### config.mk
export PLATFORM = sky130hd
export DESIGN_NAME = width_down_converter
export DESIGN_NICKNAME = d
export VERILOG_FILES = /design/src/rtl/width_down_converter.sv
export SDC_FILE = /design/constraint.sdc
export NUM_CORES = 1
export LEC_CHECK = 0
export CAP_MARGIN = 30
export CORE_ASPECT_RATIO = 1.2
export CORE_MARGIN = 2
export CORE_UTILIZATION = 47
export DETAILED_ROUTE_END_ITERATION = 10
export PLACE_DENSITY_LB_ADDON = 0.1
export SETUP_SLACK_MARGIN = 0.2
export SYNTH_ARGS = -nofsm -noshare
export SYNTH_HDL_FRONTEND = slang
export SYNTH_SLANG_ARGS = --single-unit
### constraint.sdc
create_clock -name clk -period 2.2 [get_ports clk]
set_input_delay 0.66 -clock clk [delete_from_list [all_inputs] [get_ports clk]]
set_output_delay 0.66 -clock clk [all_outputs]
set_load 0.05 [all_outputs]
### src/rtl/width_down_converter.sv
// Single-clock serializer: splits each IN_W-bit word into IN_W/OUT_W beats of OUT_W bits,
// valid/ready on both sides, sustained one beat per cycle when fed back-to-back.
module width_down_converter #(
    parameter int IN_W      = 32,
    parameter int OUT_W     = 8,
    parameter bit MSB_FIRST = 1'b1
) (
    input  logic             clk,
    input  logic             reset,
    input  logic             in_valid,
    output logic             in_ready,
    input  logic [IN_W-1:0]  in_data,
    output logic             out_valid,
    input  logic             out_ready,
    output logic [OUT_W-1:0] out_data,
    output logic             out_last
);

    localparam int RATIO = IN_W / OUT_W;
    localparam int CNT_W = (RATIO > 1) ? $clog2(RATIO) : 1;
    localparam logic [CNT_W-1:0] LAST_CNT = CNT_W'(RATIO - 1);

    generate
        if ((IN_W % OUT_W) != 0 || RATIO < 2) begin : g_bad_params
            $error("width_down_converter: IN_W must be a multiple of OUT_W with IN_W/OUT_W >= 2");
        end
    endgenerate

    // The output slice is always the "head" of the shift register; shifting moves the
    // next beat into that slice.
    function automatic logic [OUT_W-1:0] head_of(input logic [IN_W-1:0] w);
        if (MSB_FIRST) return w[IN_W-1 -: OUT_W];
        else           return w[OUT_W-1:0];
    endfunction

    function automatic logic [IN_W-1:0] shift_of(input logic [IN_W-1:0] w);
        if (MSB_FIRST) return w << OUT_W;
        else           return w >> OUT_W;
    endfunction

    logic [IN_W-1:0]  sreg_q, sreg_d;
    logic [CNT_W-1:0] cnt_q, cnt_d;
    logic             busy_q, busy_d;
    logic             out_valid_q, out_valid_d;
    logic             out_last_q, out_last_d;
    logic [OUT_W-1:0] out_data_q, out_data_d;

    logic             take;
    logic             accept;
    logic [IN_W-1:0]  sreg_shifted;

    assign take         = out_valid_q & out_ready;
    assign in_ready     = !reset & (!busy_q | (take & out_last_q));
    assign accept       = in_valid & in_ready;
    assign sreg_shifted = shift_of(sreg_q);

    always_comb begin
        // NOTE: every _d gets a hold default first so no path infers a latch.
        sreg_d      = sreg_q;
        cnt_d       = cnt_q;
        busy_d      = busy_q;
        out_valid_d = out_valid_q;
        out_last_d  = out_last_q;
        out_data_d  = out_data_q;

        if (accept) begin
            sreg_d      = in_data;
            cnt_d       = '0;
            busy_d      = 1'b1;
            out_valid_d = 1'b1;
            out_data_d  = head_of(in_data);
            out_last_d  = 1'b0;
        end else if (take) begin
            if (out_last_q) begin
                // Word finished with nothing queued: go idle, out_data keeps the last beat.
                busy_d      = 1'b0;
                out_valid_d = 1'b0;
                out_last_d  = 1'b0;
            end else begin
                sreg_d     = sreg_shifted;
                cnt_d      = cnt_q + 1'b1;
                out_data_d = head_of(sreg_shifted);
                out_last_d = ((cnt_q + 1'b1) == LAST_CNT);
            end
        end
    end

    always_ff @(posedge clk) begin
        // NOTE: nonblocking so every flop samples the pre-edge values.
        if (reset) begin
            sreg_q      <= '0;
            cnt_q       <= '0;
            busy_q      <= 1'b0;
            out_valid_q <= 1'b0;
            out_last_q  <= 1'b0;
            out_data_q  <= '0;
        end else begin
            sreg_q      <= sreg_d;
            cnt_q       <= cnt_d;
            busy_q      <= busy_d;
            out_valid_q <= out_valid_d;
            out_last_q  <= out_last_d;
            out_data_q  <= out_data_d;
        end
    end

    assign out_valid = out_valid_q;
    assign out_last  = out_last_q;
    assign out_data  = out_data_q;

endmodule
==> flow_metrics.tcl <==
set metrics [dict create \
    area_growth_pct 33.53 \
    hpwl_um 2684 \
    peakVddDrop_mv 0.3415 \
    fin_total_pwr_w 0.001520 \
    final_core_util_pct 64.01 \
    io-pin-count 47 \
    hold_end "out_data[1]" \
    io_buffers 46 \
    fmax_ghz 0.5069 \
    gp_congestion 0.7242 \
    cts-root-buf "clkbuf_8" \
    ant_nets 0 \
    grt_max_degree 35 \
    maxSlewViolCount 0 \
    worstMarginPinSlew_ns 0.4862 \
    relSlewSlack_pct 67.72 \
    cts.path.max_buffers 2 \
    hold_buffers 0 \
    ys_ff_latch 36 \
    die_h_um 70.13 \
    rsz0062_at_grt "false" \
    track_usage_pct 21.79 \
    antenna_found_initial 0 \
    yosysUniqueCellTypes 27 \
    clk_pin_slew_ns 0.07 \
    synthCells 197 \
    synth_area_mm2 0.001713 \
    crit_fanout 2 \
    route.vias.total 1649 \
    multi_input_area_um2 852.1 \
    setup.worst_path.end_class "primary output" \
    yosysSeqAreaShare_pct 42.07 \
    vias_per_cell 5.953 \
    r2r_cells 4 \
    grt_first_pass_wirelength_um 6900 \
    status "finished clean" \
    gr-total-overflow 0 \
    cts_tree "built" \
    slowest_stage "dlygate4sd2_1" \
    drtIter0Drc 112 \
    drc 0 \
    cp_cell_sequence "dlygate4sd2_1 -> a21boi_4 -> nor2_4 -> buf_12" \
    maxCapViolations 0 \
    hold_path_class "reg2reg" \
    cp.required_ns 1.54 \
    power.leakage_nw 0.8104 \
    r2r-end "cnt_q[1]" \
    die_w_um 59.11 \
    p_per_area_mw_per_mm2 664.6 \
    rows 24 \
    nFillCells 340 \
    wl_per_cell_um 15.12 \
    yosysWarnings 0 \
    antennaDiodeCount 0 \
    numClockSinks 36 \
    start_util_pct 47.93 \
    clk_latency_ns 0.29 \
    finalSetupViolCount 0 \
    synth_nets 234 \
    reg2reg_setup_slack_ns 0.67 \
    wirelength_um 4187 \
    fin_crit_ns 1.973 \
    cts-buffers-inserted 5 \
    nets 275 \
    first_global_vias 1534 \
    worst-path-buf-inv 2 \
    final-seq-area_um2 723.2 \
    cts_max_level 2 \
    cp_top_family "buffers and inverters" \
    core-area_mm2 0.003573 \
    clock_skew_ns 0.003043 \
    reg2reg_from "out_valid" \
    timing_worst_setup_path_type "in2out" \
    hold_path_depth 2 \
    finalCritPeriodShare_pct 89.67 \
    slowest_delay_ns 0.27 \
    drive_above_1_share_pct 13.45 \
    hp-start "out_data[1]" \
    holdWs_ns 0.4833 \
    worstPathArrival_ns 1.31 \
    drt-pass1-iter-count 4 \
    syn_area_per_cell_um2 8.695 \
    die-area_mm2 0.004145 \
    finalHoldViolCount 0 \
    start_kind "input pin" \
]
==> synth_stat cells <==
library cell / n / share of area (%)
a311oi_1: 17 / 8.7
a311oi_2: 7 / 6.1
clkbuf_1: 7 / 1.5
a2111oi_2: 1 / 0.88
mux2i_1: 1 / 0.58
nand2b_1: 1 / 0.37
buf_4: 2 / 0.88
ha_1: 1 / 0.73
a21oi_1: 8 / 2.3
a21bo_2: 1 / 0.58
buf_2: 8 / 2.3
a21boi_4: 1 / 1.1
inv_1: 1 / 0.22
xnor2_1: 1 / 0.51
o211ai_1: 8 / 3.5
nor2_1: 6 / 1.3
nand2_1: 48 / 11
nand3_1: 8 / 2.3
buf_12: 2 / 2.3
nand3b_1: 1 / 0.44
nor3_1: 25 / 7.3
and3b_1: 1 / 0.51
nand2_4: 1 / 0.66
dfxtp_1: 36 / 42
nor2b_1: 1 / 0.37
buf_6: 2 / 1.3
a22oi_1: 1 / 0.44
==> sequential cells by signal, indices dropped and copies added (netlist names) <==
name,cells
sreg_q,24
out_data,8
cnt_q,2
out_last,1
out_valid,1
==> power by group <==
group | switching (W) | internal (W)
sequential | 0.0000219 | 0.000692
combinational | 0.000165 | 0.000135
clock | 0.000227 | 0.000279
==> how the worst max path moves through the flow <==
stage | depth (start not counted) | slack (ns) | from | endpoint
6_report | 4 | 0.23 | out_ready | in_ready
5_1_grt | 4 | 0.20 | out_ready | in_ready
4_1_cts | 3 | 0.06 | reset | in_ready
3_5_place_dp | 4 | -0.03 | out_ready | in_ready
3_3_place_gp | 4 | -0.02 | out_ready | in_ready
2_1_floorplan | 3 | 0.20 | reset | in_ready
==> logic make-up after synthesis <==
logic type | count (synthesis) | synth area share [%]
compound gates | 44 | 23.67
xor+xnor | 1 | 0.5114
fa+ha+maj | 1 | 0.7303
buf+inv | 22 | 8.619
flops | 36 | 42.07
mux | 1 | 0.5844
simple gates | 92 | 23.81
==> worst register-to-register path: cells and delay by family (launching register included) <==
| kind | cells | cell delay, ns |
|---|---|---|
| buf+inv | 1 | 0.36 |
| compound gates | 2 | 0.54 |
| simple gates | 1 | 0.15 |
| flops | 1 | 0.38 |
==> per-stage QoR <==
step,std cells,cell area [um^2],setup WS (ns),TNS [ns]
floorplan,197,1724,0.2023,0
global placement,270,2201,-0.01603,-0.01603
detailed placement,270,2201,-0.02668,-0.04731
CTS,277,2285,0.05615,0
global route,277,2287,0.2009,0
finish,277,2287,0.2272,0
==> cell usage in the layout (no fill, tap or decap), drive strengths merged <==
cell type      count
nand2             49
a21boi             1
clkdlybuf4s50     33
ha                 1
o211ai             8
nor3              25
a311oi            24
buf               11
nand3              8
mux2i              1
a2111oi            1
nor2b              1
dlymetal6s2s       1
a21bo              1
nor2               6
nand2b             1
xnor2              1
a22oi              1
dlygate4sd2       10
and3b              1
dfxtp             36
clkbuf             7
a21oi              8
nand3b             1
inv                1
==> final cells by class <==
| type | count | share of cell area, % |
|---|---|---|
| Timing Repair Buffer | 55 | 24.62 |
| Sequential cell | 36 | 31.62 |
| Multi-Input combinational cell | 139 | 37.25 |
| Inverter | 1 | 0.1641 |
| Clock buffer | 7 | 4.212 |
| Tap cell | 39 | 2.133 |
==> repair_timing <==
| item | in CTS | in global routing |
|---|---|---|
| pin swaps | 0 | 1 |
| endpoints found under the setup margin | 11 | 1 |
| resized for setup | 10 | 1 |
| cloned | 0 | 0 |
| buffers inserted | 0 | 0 |
==> routing by layer <==
metal / global-route usage (%) / routed length, um / part of all wire [%]
met5: 0 / 0 / 0
met4: 9.848 / 133 / 3.2
met3: 6.296 / 229 / 5.5
met2: 34.57 / 2082 / 50
met1: 26.78 / 1742 / 42
No activity file was read; power rests on OpenSTA's default activity.
